[src/rtl/pb_debounce_multi_if.sv]
// Button-side bundle for pb_debounce_multi: raw active-low pins in, conditioned levels and strobes out.
interface pb_debounce_multi_if #(
    parameter int N_CH = 4
);
    logic [N_CH-1:0] PB;
    logic [N_CH-1:0] pressed;
    logic [N_CH-1:0] press_pulse;
    logic [N_CH-1:0] released;
    logic [N_CH-1:0] long_pulse;

    // Handshake: none. PB is a free-running level; every output is a registered level or a one-cycle strobe valid on each clk edge.
    modport master (
        output PB,
        input  pressed,
        input  press_pulse,
        input  released,
        input  long_pulse
    );

    modport slave (
        input  PB,
        output pressed,
        output press_pulse,
        output released,
        output long_pulse
    );
endinterface

[src/rtl/pb_debounce_multi.sv]
// Multi-channel push-button conditioner: synchroniser, debounce filter, level and press/release strobes.
// Optional long-press strobe is built only when the LONG_PRESS_EN macro is defined.
module pb_debounce_multi #(
    parameter int N_CH        = 4,
    parameter int SYNC_STAGES = 2,
    parameter int DB_CYCLES   = 1000,
    parameter int LONG_CYCLES = 50000000
) (
    input  logic                clk,
    input  logic                rst,
    pb_debounce_multi_if.slave  btn_if
);

    localparam int CNT_W = (DB_CYCLES > 1) ? $clog2(DB_CYCLES + 1) : 1;
    localparam logic [CNT_W-1:0] CNT_LAST = CNT_W'(DB_CYCLES - 1);

    // Synchroniser chain, stage 0 samples the asynchronous pins.
    logic [N_CH-1:0] sync_q [SYNC_STAGES];
    logic [N_CH-1:0] s_w;

    always_ff @(posedge clk) begin
        if (rst) begin
            for (int k = 0; k < SYNC_STAGES; k++) begin
                sync_q[k] <= '1;
            end
        end else begin
            sync_q[0] <= btn_if.PB;
            for (int k = 1; k < SYNC_STAGES; k++) begin
                sync_q[k] <= sync_q[k-1];
            end
        end
    end

    assign s_w = sync_q[SYNC_STAGES-1];

    logic [CNT_W-1:0] cnt_q [N_CH];
    logic [CNT_W-1:0] cnt_d [N_CH];
    logic [N_CH-1:0]  db_q, db_d;
    logic [N_CH-1:0]  pressed_q, pressed_d;
    logic [N_CH-1:0]  press_q, press_d;
    logic [N_CH-1:0]  rel_q, rel_d;

    // Any sample matching the accepted level discards all progress toward a change.
    always_comb begin
        db_d    = db_q;
        press_d = '0;
        rel_d   = '0;
        for (int i = 0; i < N_CH; i++) begin
            cnt_d[i] = cnt_q[i];
            if (s_w[i] == db_q[i]) begin
                cnt_d[i] = '0;
            end else if (cnt_q[i] == CNT_LAST) begin
                cnt_d[i]   = '0;
                db_d[i]    = s_w[i];
                press_d[i] = ~s_w[i];
                rel_d[i]   = s_w[i];
            end else begin
                cnt_d[i] = cnt_q[i] + CNT_W'(1);
            end
        end
        pressed_d = ~db_d;
    end

    always_ff @(posedge clk) begin
        if (rst) begin
            for (int i = 0; i < N_CH; i++) begin
                cnt_q[i] <= '0;
            end
            db_q      <= '1;
            pressed_q <= '0;
            press_q   <= '0;
            rel_q     <= '0;
        end else begin
            for (int i = 0; i < N_CH; i++) begin
                cnt_q[i] <= cnt_d[i];
            end
            db_q      <= db_d;
            pressed_q <= pressed_d;
            press_q   <= press_d;
            rel_q     <= rel_d;
        end
    end

    assign btn_if.pressed     = pressed_q;
    assign btn_if.press_pulse = press_q;
    assign btn_if.released    = rel_q;

`ifdef LONG_PRESS_EN
    localparam int HC_W = (LONG_CYCLES > 1) ? $clog2(LONG_CYCLES + 1) : 1;
    localparam logic [HC_W-1:0] HC_MAX = HC_W'(LONG_CYCLES);

    logic [HC_W-1:0] hc_q [N_CH];
    logic [HC_W-1:0] hc_d [N_CH];
    logic [N_CH-1:0] long_q, long_d;

    // Saturation keeps the strobe to a single firing per press.
    always_comb begin
        long_d = '0;
        for (int i = 0; i < N_CH; i++) begin
            if (db_q[i]) begin
                hc_d[i] = '0;
            end else if (hc_q[i] == HC_MAX) begin
                hc_d[i] = hc_q[i];
            end else begin
                hc_d[i] = hc_q[i] + HC_W'(1);
            end
            long_d[i] = (hc_d[i] == HC_MAX) && (hc_q[i] != HC_MAX);
        end
    end

    always_ff @(posedge clk) begin
        if (rst) begin
            for (int i = 0; i < N_CH; i++) begin
                hc_q[i] <= '0;
            end
            long_q <= '0;
        end else begin
            for (int i = 0; i < N_CH; i++) begin
                hc_q[i] <= hc_d[i];
            end
            long_q <= long_d;
        end
    end

    assign btn_if.long_pulse = long_q;
`else
    assign btn_if.long_pulse = '0;
`endif

endmodule

[src/flat_wrapper.sv]
// flat-port wrapper written by rule: the top's interface ports become plain ports
module pb_debounce_multi_flat 
#(
    parameter int N_CH        = 4,
    parameter int SYNC_STAGES = 2,
    parameter int DB_CYCLES   = 1000,
    parameter int LONG_CYCLES = 50000000
)
  (clk, rst, btn_if_PB, btn_if_pressed, btn_if_press_pulse, btn_if_released, btn_if_long_pulse);
  pb_debounce_multi_if #(.N_CH(N_CH)) btn_if_i ();
  input  logic clk;
  input  logic rst;
  input wire logic [$bits(btn_if_i.PB)-1:0] btn_if_PB;
  output wire logic [$bits(btn_if_i.pressed)-1:0] btn_if_pressed;
  output wire logic [$bits(btn_if_i.press_pulse)-1:0] btn_if_press_pulse;
  output wire logic [$bits(btn_if_i.released)-1:0] btn_if_released;
  output wire logic [$bits(btn_if_i.long_pulse)-1:0] btn_if_long_pulse;
  assign btn_if_i.PB = btn_if_PB;
  assign btn_if_pressed = btn_if_i.pressed;
  assign btn_if_press_pulse = btn_if_i.press_pulse;
  assign btn_if_released = btn_if_i.released;
  assign btn_if_long_pulse = btn_if_i.long_pulse;
  pb_debounce_multi #(.N_CH(N_CH), .SYNC_STAGES(SYNC_STAGES), .DB_CYCLES(DB_CYCLES), .LONG_CYCLES(LONG_CYCLES)) u_core (.clk(clk), .rst(rst), .btn_if(btn_if_i));
endmodule
[config.mk]
export PLATFORM = sky130hd
export DESIGN_NAME = pb_debounce_multi_flat
export DESIGN_NICKNAME = d
export VERILOG_FILES = /design/src/rtl/pb_debounce_multi_if.sv /design/src/rtl/pb_debounce_multi.sv /design/src/flat_wrapper.sv
export SDC_FILE = /design/constraint.sdc
export NUM_CORES = 1
export LEC_CHECK = 0
export BUFFER_PORTS_ARGS = -buffer_cell sky130_fd_sc_hd__clkbuf_2
export CAP_MARGIN = 20
export CELL_PAD_IN_SITES_DETAIL_PLACEMENT = 1
export CELL_PAD_IN_SITES_GLOBAL_PLACEMENT = 2
export CORE_MARGIN = 2
export CORE_UTILIZATION = 40
export CTS_CLUSTER_DIAMETER = 60
export DETAILED_ROUTE_END_ITERATION = 6
export GPL_TIMING_DRIVEN = 0
export PLACE_DENSITY = 0.89
export SLEW_MARGIN = 20
export SYNTH_ARGS = -nofsm -noshare
export SYNTH_HDL_FRONTEND = slang
export SYNTH_SLANG_ARGS = --single-unit
export TNS_END_PERCENT = 5
[constraint.sdc]
create_clock -name clk -period 4.24 [get_ports clk]
set_input_delay 0.848 -clock clk [delete_from_list [all_inputs] [get_ports clk]]
set_output_delay 0.848 -clock clk [all_outputs]
set_load 0.02 [all_outputs]
After elaboration in Yosys (flattened, before gate mapping)
Memories as Yosys holds them, arrays and structs flattened.
Cells that the tools add are included.
W data, S select, Z words.
Cells by class
  mux-type cells: 25
  bitwise gates (word level): 15
  add/subtract/negate cells: 4
  eq/ne operators: 8
  reductions and logical operators: 4
Operator list (number)
  $mux W10: 12
  $add A10 B1 Y10 const B: 4
  $eq A10 B10 Y1 const B: 4
  $reduce_or A3 Y1: 4
  $mux W1: 11
  $mux W4: 2
  $not A1 Y1: 8
  $or A1 B1 Y1: 6
  $eq A1 B1 Y1: 4
  $not A4 Y4: 1
Word-level totals
  input bits: 6
  bits in registers: 16
  memories kept: 2
  output and inout bits: 16
  RAM bits: 48
Memory list
  u_core.cnt_q: depth 4, bits a word 10, read ports 4, clocked after memory_dff 0, wr ports 4, RTL line pb_debounce_multi.sv:36  | logic [CNT_W-1:0] cnt_q [N_CH];
  u_core.sync_q: depth 2, bits a word 4, read ports 2, clocked after memory_dff 0, wr ports 2, RTL line pb_debounce_multi.sv:18  | logic [N_CH-1:0] sync_q [SYNC_STAGES];

Logic depth before layout (Yosys ltp)
Gate-level depths: netlist (run 1).
An unclocked memory read counts as a cell.
  depth after elaboration: 5
  gate-level depth with buffers: 4
  gate-level depth less buffers: 4

Least setup slack after synthesis (run 1)
No wires, ideal clock.
  path type: input -> register
  from: in rst
  to: mem u_core.cnt_q[2][9] (netlist bit)
  buffers on the path: 1
  stages on the path: 4
  path slack: 2604 ps
  library setup time: 95 ps
  arrival time: 1541 ps
  required time: 4145 ps
  path through: inv_1 buf_1 nand2_1 a221oi_1
RTL lines
  from (decl): RTL line flat_wrapper.sv:12  | input logic rst;
  to (decl): RTL line pb_debounce_multi.sv:36

==> results of run 1 <==
-- worst reg2reg max path, delay by kind of cell (launching register included) --
family	cells	cell delay (ps)
fa+ha+maj	1	260
flops	1	380
simple gates	2	350
compound gates	1	670
-- cells by family after synthesis --
logic type | synth area share [%]
AO/OA/AOI/OAI | 14.6
flip-flops | 48.6
buffers and inverters | 3.28
XOR/XNOR | 5.32
other | 0.142
AND/OR/NAND/NOR | 26.1
adder cells (fa/ha/maj) | 1.90
-- state kept, by name, indices dropped and copies added, names as in the netlist, named ones only --
register                   flops
u_core.btn_if.press_pulse      4
u_core.btn_if.pressed          4
u_core.btn_if.released         4
u_core.cnt_q                  40
u_core.sync_q                  8
-- power groups by stage --
stage	clock [uW]	combinational [uW]	sequential (uW)
floorplan	0	18.2	622
global placement	0	24.7	622
detailed placement	0	25.3	622
CTS	538	25.4	608
global route	563	28.5	609
finish	520	25.3	608
-- path summary, 6_finish.rpt --
check | slack (ps) | startpoint | cells past startpoint | endpoint
setup / recovery | 2440 | u_core.cnt_q[3][0] | 4 | u_core.cnt_q[3][3]
hold / removal | 410 | u_core.sync_q[0][1] | 1 | u_core.sync_q[0][5]
setup reg to reg | 2440 | u_core.cnt_q[3][0] | 4 | u_core.cnt_q[3][3]
hold reg to reg | 410 | u_core.sync_q[0][1] | 1 | u_core.sync_q[0][5]
-- synthesized netlist by cell type --
master,instances
and3_1,4
nor2_1,20
a211oi_1,3
buf_4,4
o21ai_0,14
nor3_1,5
a31oi_1,4
conb_1,1
clkbuf_1,2
dfxtp_1,64
a311oi_1,2
and2_1,1
buf_1,1
nand3_1,19
nand4_1,9
o31ai_1,4
o311ai_0,1
xnor2_1,5
or4_1,3
nand2b_1,3
nand2_1,15
o211ai_1,3
and4bb_2,3
or2_2,8
o21ba_2,1
o221a_2,1
nand4bb_1,4
nand4_2,1
a221oi_1,1
a21oi_1,13
o31a_1,2
nor4b_1,4
o311ai_2,3
a32oi_1,1
inv_1,12
a211o_1,2
ha_1,4
and4_1,6
or3_1,12
xor2_1,11
-- layout by cell type, fill, tap and decap left out, types with 3 or more instances in the layout --
cell type | Yosys | final
dfxtp_1 | 64 | 64
nand4bb_1 | 4 | 4
clkbuf_2 | 0 | 17
clkbuf_8 | 0 | 9
xnor2_1 | 5 | 5
nor3_1 | 5 | 5
clkinvlp_4 | 0 | 3
ha_1 | 4 | 4
and3_1 | 4 | 4
nor4b_1 | 4 | 4
o31ai_1 | 4 | 4
xor2_1 | 11 | 11
nand2_1 | 15 | 15
a211oi_1 | 3 | 3
inv_1 | 12 | 12
nand2b_1 | 3 | 3
o311ai_2 | 3 | 3
nor2_1 | 20 | 20
a31oi_1 | 4 | 4
nand4_1 | 9 | 9
and4_1 | 6 | 6
buf_4 | 4 | 4
nand3_1 | 19 | 19
or2_2 | 8 | 8
or4_1 | 3 | 3
o21ai_0 | 14 | 14
or3_1 | 12 | 12
and4bb_2 | 3 | 3
conb_1 | 1 | 4
o211ai_1 | 3 | 3
a21oi_1 | 13 | 13
-- per-stage QoR --
stage | setup slack [ps] | instance area [um^2] | hold slack [ps] | utilization, % | total power, uW
detailed placement | 2110 | 2830 | 395 | 44.5 | 648
finish | 2440 | 3020 | 414 | 47.6 | 1150
CTS | 2120 | 3020 | 413 | 47.6 | 1170
global placement | 2100 | 2830 | 392 | 44.5 | 647
floorplan | 2600 | 2650 | 389 | - | 640
global route | 2300 | 3020 | 428 | 47.6 | 1200
-- layer usage --
metal / vias up / global-route usage (%) / routed length (um)
met5: - / 0 / 0
li1: 1079 / - / -
met3: 6 / 5.54 / 223
met1: 1022 / 21.7 / 2660
met4: 0 / 5.63 / 63
met2: 32 / 27.1 / 2700
-- final cells by class --
type / count / area (um^2) / share of cell area, %
flip-flops and latches: 64 / 1280 / 42.4
well taps: 77 / 96.3 / 3.19
repair buffers: 17 / 85.1 / 2.82
clock inverters: 7 / 71.3 / 2.36
multi-input cells: 196 / 1280 / 42.3
clock buffers: 9 / 124 / 4.10
inverters: 12 / 45.0 / 1.49
plain buffers: 7 / 41.3 / 1.37
==> impl_metrics.toml, run 1 <==
[run_status]
status = "complete, no violations"

[finish]
n_antenna_cell = 0
fillers = 732
instances_no_fill = 389
nets = 317
syn_to_final_growth_pct = 14.7
drive_above_1_share_pct = 17.3

[die]
die-area_mm2 = 0.00725
std_cell_rows = 29
die_h_um = 85.1
core_mm2 = 0.00635
fp.dieW_um = 85.1
initial_utilization_pct = 41.5
num_io_pins = 22

[setup_path]
end_kind = "register"
crit_required_ps = 4430
arrival_ps = 1990
path_class = "register to register"
cp_max_fo = 5
crit_buf_inv = 0
slowest_stage = "o311ai_1"
cp-start-kind = "register"
path_delay_family = "compound AO/OA/AOI/OAI gates"
path_cells = "ha_1, nand4bb_1, o311ai_1, nor2_1"
slowest_delay_ps = 670

[synthesis]
yosys-top-cells-area = "dfxtp_1 (49%), xor2_1 (3.7%), nand3_1 (3.6%)"
synth_area_per_cell_um2 = 9.54
synth_top_area_cell = "dfxtp_1"
ys_ff_latch = 64
synth.top_cell.area_share_pct = 48.6
synth.distinct_cells = 40
ys_seq_area_share_pct = 48.6
syn_area_mm2 = 0.00263
yosys_warnings = 0
synthCells = 276

[route]
detail_route.vias_per_cell = 5.50
vias = 2139
wl_per_cell_um = 14.5
drt_first_pass_iters = 4
first_iter_violations = 51
ant_nets = 0
drc = 0
drt-total-wl_um = 5650

[global_route]
antenna_found_initial = 0
grt_max_degree = 13
globalRouteTotalUtil_pct = 17.0
gr-total-overflow = 0
grt_pass1_wl_um = 9790
grt_pass1_vias = 2085

[sta]
worstMarginPinSlew_ps = 712
hold_viol = 0
finalSetupViolations = 0
timing.final.crit_share_pct = 42.5
max_slew_margin_pct = 51.8
tns_ps = 0
min_period_ps = 1800
clock_skew_ps = 5.49
fmax_ghz = 0.555
rsz0062_at_grt = "no"
slew_violations = 0

[clocking]
clockBufferDepth = 2
cts_setup_buffers = 0
numCtsBuffers = 9
hold_buffers = 0
cts_resized = 0
cts_max_level = 3
cts_tree = "built"
insertion_delay_ps = 330
clockRootBuffer = "clkbuf_8"
cts.sinks = 64
clkSlewWorstSetupHoldPaths_ps = 70

[hold_path]
hp-class = "register to register"

[place]
gp_congestion = 0.745
dpl.hpwl_um = 3990
port_buffers = 17
dp_cells = 373

[power_and_ir_drop]
power.density_mw_per_mm2 = 382
pwr-share-clk_pct = 45.1
p_leak_uw = 0.000995
ir_drop_mv = 0.227
switching_share_pct = 23.2
pwr-share-comb_pct = 2.2
seq_power_share_pct = 52.8
p_switching_uw = 267
power.internal_uw = 886

[run]
drv_cap = 0
No activity file was read; power rests on OpenSTA's default activity.
==> inputs of run 2 (changes only) <==
--- a/config.mk
+++ b/config.mk
@@ -10,11 +10,11 @@
 export CELL_PAD_IN_SITES_DETAIL_PLACEMENT = 1
 export CELL_PAD_IN_SITES_GLOBAL_PLACEMENT = 2
 export CORE_MARGIN = 2
-export CORE_UTILIZATION = 40
+export CORE_UTILIZATION = 33
 export CTS_CLUSTER_DIAMETER = 60
 export DETAILED_ROUTE_END_ITERATION = 6
 export GPL_TIMING_DRIVEN = 0
-export PLACE_DENSITY = 0.89
+export PLACE_DENSITY = 0.79
 export SLEW_MARGIN = 20
 export SYNTH_ARGS = -nofsm -noshare
 export SYNTH_HDL_FRONTEND = slang
==> constraint.sdc (replaced) <==
create_clock -name clk -period 1.5 [get_ports clk]
set_input_delay 0.3 -clock clk [delete_from_list [all_inputs] [get_ports clk]]
set_output_delay 0.3 -clock clk [all_outputs]
set_load 0.02 [all_outputs]
==> run 2 against run 1 <==
Effect of this change:
- sequential cell count unchanged
- core utilization is 5.8 points lower
- sequential power grew to 2.8 times the previous value
- critical path type unchanged
- fmax is 25% higher
- register-to-register slack worse by 2400 ps
- setup slack worse by 2400 ps
- combinational power grew to 3.2 times the previous value
- largest cell class is now multi-input gates
==> impl_metrics.toml, run 2 (synthesis results as in run 1) <==
[clocking]
clockBufferDepth = 2
clockRootBuffer = "clkbuf_8"
cts_tree = "built"
cts_max_level = 3
clkSlewWorstSetupHoldPaths_ps = 70
numCtsBuffers = 9
cts.sinks = 64
insertion_delay_ps = 340

[sta]
worstMarginPinSlew_ps = 513
tns_ps = 0
worst_slack_ps = 62.4
max_slew_margin_pct = 65.8
rsz0062_at_grt = "yes"
slew_violations = 0
fmax_ghz = 0.696
timing.final.crit_share_pct = 95.8
clock_skew_ps = 6.91
hold_viol = 0
finalSetupViolations = 0
min_period_ps = 1440

[place]
gp_congestion = 0.740
port_buffers = 17
dp_cells = 398
dpl.hpwl_um = 4010
place_ws_ps = -474
placed_cell_area_mm2 = 0.00286

[route]
drt-total-wl_um = 5700
detail_route.vias_per_cell = 5.17
ant_nets = 0
wl_per_cell_um = 13.8
first_iter_violations = 27
drc = 0
drt_first_pass_iters = 4
vias = 2139

[die]
std_cell_rows = 32
initial_utilization_pct = 34.1
fp.dieW_um = 93.3
num_io_pins = 22
die_h_um = 93.3
core_mm2 = 0.00773
die-area_mm2 = 0.00871

[global_route]
grt_pass1_vias = 2112
antenna_found_initial = 0
grt_pass1_wl_um = 9800
gr-total-overflow = 0
grt_max_degree = 11
globalRouteTotalUtil_pct = 14.2

[finish]
largest-register = "u_core.cnt_q"
layout_common_cells = "dfxtp_1 (61), nor2_1 (20), clkbuf_2 (18), nand3_1 (17), nand2_1 (15)"
largest_reg_flops = 40
syn_to_final_growth_pct = 22.5
fillers = 887
drive_above_1_share_pct = 22.8
nets = 317
top_regs = "u_core.cnt_q (40), u_core.sync_q (8)"
n_antenna_cell = 0
final_util_pct = 41.8
final_common_cell = "dfxtp_1"
multi_input_area_mm2 = 0.00144
instances_no_fill = 414
stdcell_area_mm2 = 0.00323
regArea_mm2 = 0.00128

[power_and_ir_drop]
power.density_mw_per_mm2 = 1020
p_leak_uw = 0.00102
ir_drop_mv = 0.521

[hold_path]
worstHoldStart = "btn_if_PB[2]"
hp-class = "input pin to register"
whs_path_depth = 2
holdPathEnd = "u_core.sync_q[0][2]"

[setup_path]
cp-start-kind = "register"
r2r_setup_slack_ps = 60
r2r_start = "u_core.cnt_q[0][5]"
arrival_ps = 1710
reg2reg_to = "u_core.cnt_q[0][9]"
end_kind = "register"
r2r_cells = 3
crit_required_ps = 1770
cp_max_fo = 7
path_class = "register to register"

[run_status]
status = "complete, no violations"

[run]
drv_cap = 0
-- run 2: metrics by stage --
| stage | power (uW) | hold slack [ps] |
|---|---|---|
| 2_1_floorplan | 1810 | 389 |
| 3_3_place_gp | 1830 | 392 |
| 3_5_place_dp | 1830 | 395 |
| 4_1_cts | 3340 | 137 |
| 5_1_grt | 3420 | 141 |
| 6_report | 3300 | 148 |
-- run 2: worst max-delay path by stage --
stage / startpoint / end / slack (ps) / cells after the start
after global routing: u_core.cnt_q[0][2] / u_core.cnt_q[0][9] / -60 / 3
after global placement: u_core.cnt_q[3][0] / u_core.cnt_q[3][3] / -440 / 4
after CTS: u_core.cnt_q[0][0] / u_core.cnt_q[0][3] / -30 / 4
after floorplan: u_core.cnt_q[3][0] / u_core.cnt_q[3][3] / 10 / 4
after detailed placement: u_core.cnt_q[3][0] / u_core.cnt_q[3][3] / -470 / 4
final: u_core.cnt_q[0][5] / u_core.cnt_q[0][9] / 60 / 3
-- run 2: worst max-delay path: stages (launching register included) --
cell	delay [ps]
dfxtp_1	450
nand4_2	210
or4_1	530
a31oi_1	170
-- run 2: area by class of cell --
class	instances	share of cell area, %
plain buffers	7	1.32
inverters	12	1.40
flip-flops and latches	64	39.8
clock inverters	3	1.24
well taps	102	3.96
multi-input cells	196	44.7
clock buffers	13	4.92
repair buffers	17	2.64
-- run 2: repair_timing --
item                                   in CTS  in global routing
endpoints found under the hold margin       0                  0
pin swaps                                   0                  2
hold buffers                                0                  0
setup endpoints to repair                  28                 38
buffers inserted                            0                  0
gates resized for setup                    12                 15
-- run 2: report_power, final --
| group | internal [uW] | switching, uW | total [uW] |
|---|---|---|---|
| Clock | 855 | 644 | 1500 |
| Combinational | 31.7 | 48.6 | 80.3 |
| Sequential | 1710 | 10.5 | 1720 |
-- run 2: layer usage --
layer / track usage [%] / share of wire, % / up-vias / wire [um]
met3: 3.55 / 3.1 / 10 / 176
met4: 6.25 / 1.9 / 0 / 108
met5: 0 / 0 / - / 0
met2: 22.2 / 45 / 22 / 2540
met1: 18.4 / 50 / 1023 / 2870
li1: - / - / 1084 / -
==> inputs of run 3 (changes only) <==
--- a/config.mk
+++ b/config.mk
@@ -5,16 +5,15 @@
 export SDC_FILE = /design/constraint.sdc
 export NUM_CORES = 1
 export LEC_CHECK = 0
+export ABC_CLOCK_PERIOD_IN_PS = 1500
 export BUFFER_PORTS_ARGS = -buffer_cell sky130_fd_sc_hd__clkbuf_2
 export CAP_MARGIN = 20
-export CELL_PAD_IN_SITES_DETAIL_PLACEMENT = 1
-export CELL_PAD_IN_SITES_GLOBAL_PLACEMENT = 2
 export CORE_MARGIN = 2
-export CORE_UTILIZATION = 33
+export CORE_UTILIZATION = 53
 export CTS_CLUSTER_DIAMETER = 60
 export DETAILED_ROUTE_END_ITERATION = 6
 export GPL_TIMING_DRIVEN = 0
-export PLACE_DENSITY = 0.79
+export PLACE_DENSITY = 0.81
 export SLEW_MARGIN = 20
 export SYNTH_ARGS = -nofsm -noshare
 export SYNTH_HDL_FRONTEND = slang
==> run 3 against run 2 <==
Effect of this change:
- design area is 3.1% lower
- sequential share of layout area grew 1.2 points
- clock-buffer cell count is 1 lower
- setup slack worse by 3.4 ps
- clock skew grew 6.1 ps
- power fell by 3.9%
- critical path depth is 1 higher
- register-to-register slack hardly changed
- critical endpoint is now u_core.btn_if.press_pulse[0]
- largest power group unchanged
==> impl_metrics.toml, run 3 (synthesis results as in run 1) <==
[clocking]
cts_max_level = 3
hold_buffers = 0
numCtsBuffers = 9
clkSlewWorstSetupHoldPaths_ps = 60
clockBufferDepth = 2
insertion_delay_ps = 330
cts_tree = "built"
clockRootBuffer = "clkbuf_8"
cts.sinks = 64

[setup_path]
end_kind = "register"
r2r_cells = 4
reg2reg_to = "u_core.btn_if.press_pulse[0]"
r2r_setup_slack_ps = 60
crit_required_ps = 1710
cp-start-kind = "register"
arrival_ps = 1650
crit_start = "u_core.cnt_q[0][0]"
cp-endpoint = "u_core.btn_if.press_pulse[0]"
cp_max_fo = 5
r2r_start = "u_core.cnt_q[0][0]"
path_class = "register to register"

[global_route]
grt_pass1_wl_um = 8070
antenna_found_initial = 0
grt_pass1_vias = 1870
gr-total-overflow = 0
globalRouteTotalUtil_pct = 19.1
grt_max_degree = 11

[finish]
nets = 317
largest-register = "u_core.cnt_q"
syn_to_final_growth_pct = 18.7
instances_no_fill = 376
multi_input_area_mm2 = 0.00141
final_common_cell = "dfxtp_1"
stdcell_area_mm2 = 0.00313
drive_above_1_share_pct = 19.4
largest_reg_flops = 40
regArea_mm2 = 0.00128
top_regs = "u_core.cnt_q (40), u_core.sync_q (8)"
n_antenna_cell = 0
fillers = 366
layout_common_cells = "dfxtp_1 (63), nor2_1 (20), nand3_1 (18), clkbuf_2 (17), nand2_1 (15)"

[route]
drt_first_pass_iters = 4
first_iter_violations = 125
drc = 0
vias = 2084
wl_per_cell_um = 13.2
detail_route.vias_per_cell = 5.54
ant_nets = 0
drt-total-wl_um = 4960

[sta]
finalSetupViolations = 0
fmax_ghz = 0.694
clock_skew_ps = 13.0
hold_viol = 0
min_period_ps = 1440
rsz0062_at_grt = "yes"
slew_violations = 0
timing.final.crit_share_pct = 96.1

[die]
die-area_mm2 = 0.00555
num_io_pins = 22
std_cell_rows = 25
initial_utilization_pct = 55.4
fp.dieW_um = 74.5
die_h_um = 74.5
core_mm2 = 0.00475

[run]
drv_cap = 0

[hold_path]
worstHoldStart = "btn_if_PB[0]"
hp-class = "input pin to register"

[place]
gp_congestion = 0.862
placed_cell_area_mm2 = 0.00281
port_buffers = 17
dp_cells = 363
dpl.hpwl_um = 3350

[power_and_ir_drop]
p_leak_uw = 0.000994
power.density_mw_per_mm2 = 1010
ir_drop_mv = 0.646

[run_status]
status = "complete, no violations"
## run 3: cell count changes in the layout (fill, tap and decap cells not counted), sizes merged
cell,previous run,this run
clkinv,2,0
buf,4,5
clkbuf,33,31
## run 3: worst min path at each step
stage | end | slack (ps) | depth (start not counted)
finish | u_core.sync_q[0][0] | 150 | 2
global route | u_core.sync_q[0][0] | 150 | 2
CTS | u_core.sync_q[0][0] | 140 | 2
detailed placement | u_core.sync_q[0][7] | 390 | 1
global placement | u_core.sync_q[0][4] | 390 | 1
floorplan | u_core.sync_q[0][4] | 390 | 1
## run 3: per-layer routing
layer	vias to the layer above	part of all wire, %	track usage (%)
met4	0	1.3	9.72
li1	1076	-	-
met1	956	48	24.7
met3	6	3.7	4.47
met5	-	0	0
met2	46	47	29.7
## run 3: critical path, stage by stage, from the launching register on
cell and delay (ps):
dfxtp_1 370, ha_2 270, and4bb_2 260, nand3_1 100
nor4b_1 320
## run 3: report_power, final
group	internal, uW	total, uW	switching [uW]
Sequential	1710	1720	9.61
Combinational	30.9	77.4	46.6
Clock	787	1370	585
## run 3: timing repair
action | CTS | global route
hold endpoints to repair | 0 | 0
setup buffers | 0 | 0
gates resized for setup | 10 | 8
endpoints found under the setup margin | 26 | 29
pin swaps | 0 | 1
## run 3: final cells by class
class / instances / area share, %
Buffer: 7 / 1.32
Timing Repair Buffer: 17 / 2.72
Clock buffer: 12 / 4.64
Clock inverter: 1 / 0.960
Multi-Input combinational cell: 196 / 45.2
Tap cell: 67 / 2.68
Inverter: 12 / 1.44
Sequential cell: 64 / 41.0
## run 3: through the flow
| stage | worst slack [ps] | power, uW | setup TNS, ps | hold slack (ps) | util [%] |
|---|---|---|---|---|---|
| after CTS | -2.67 | 3190 | -2.67 | 141 | 64.7 |
| after global placement | -373 | 1830 | -1980 | 392 | 59.2 |
| after global routing | -26.4 | 3280 | -97.8 | 147 | 65.8 |
| after detailed placement | -459 | 1830 | -3150 | 395 | 59.2 |
| final | 58.9 | 3170 | 0 | 153 | 65.8 |
| after floorplan | 14.4 | 1810 | 0 | 389 | - |
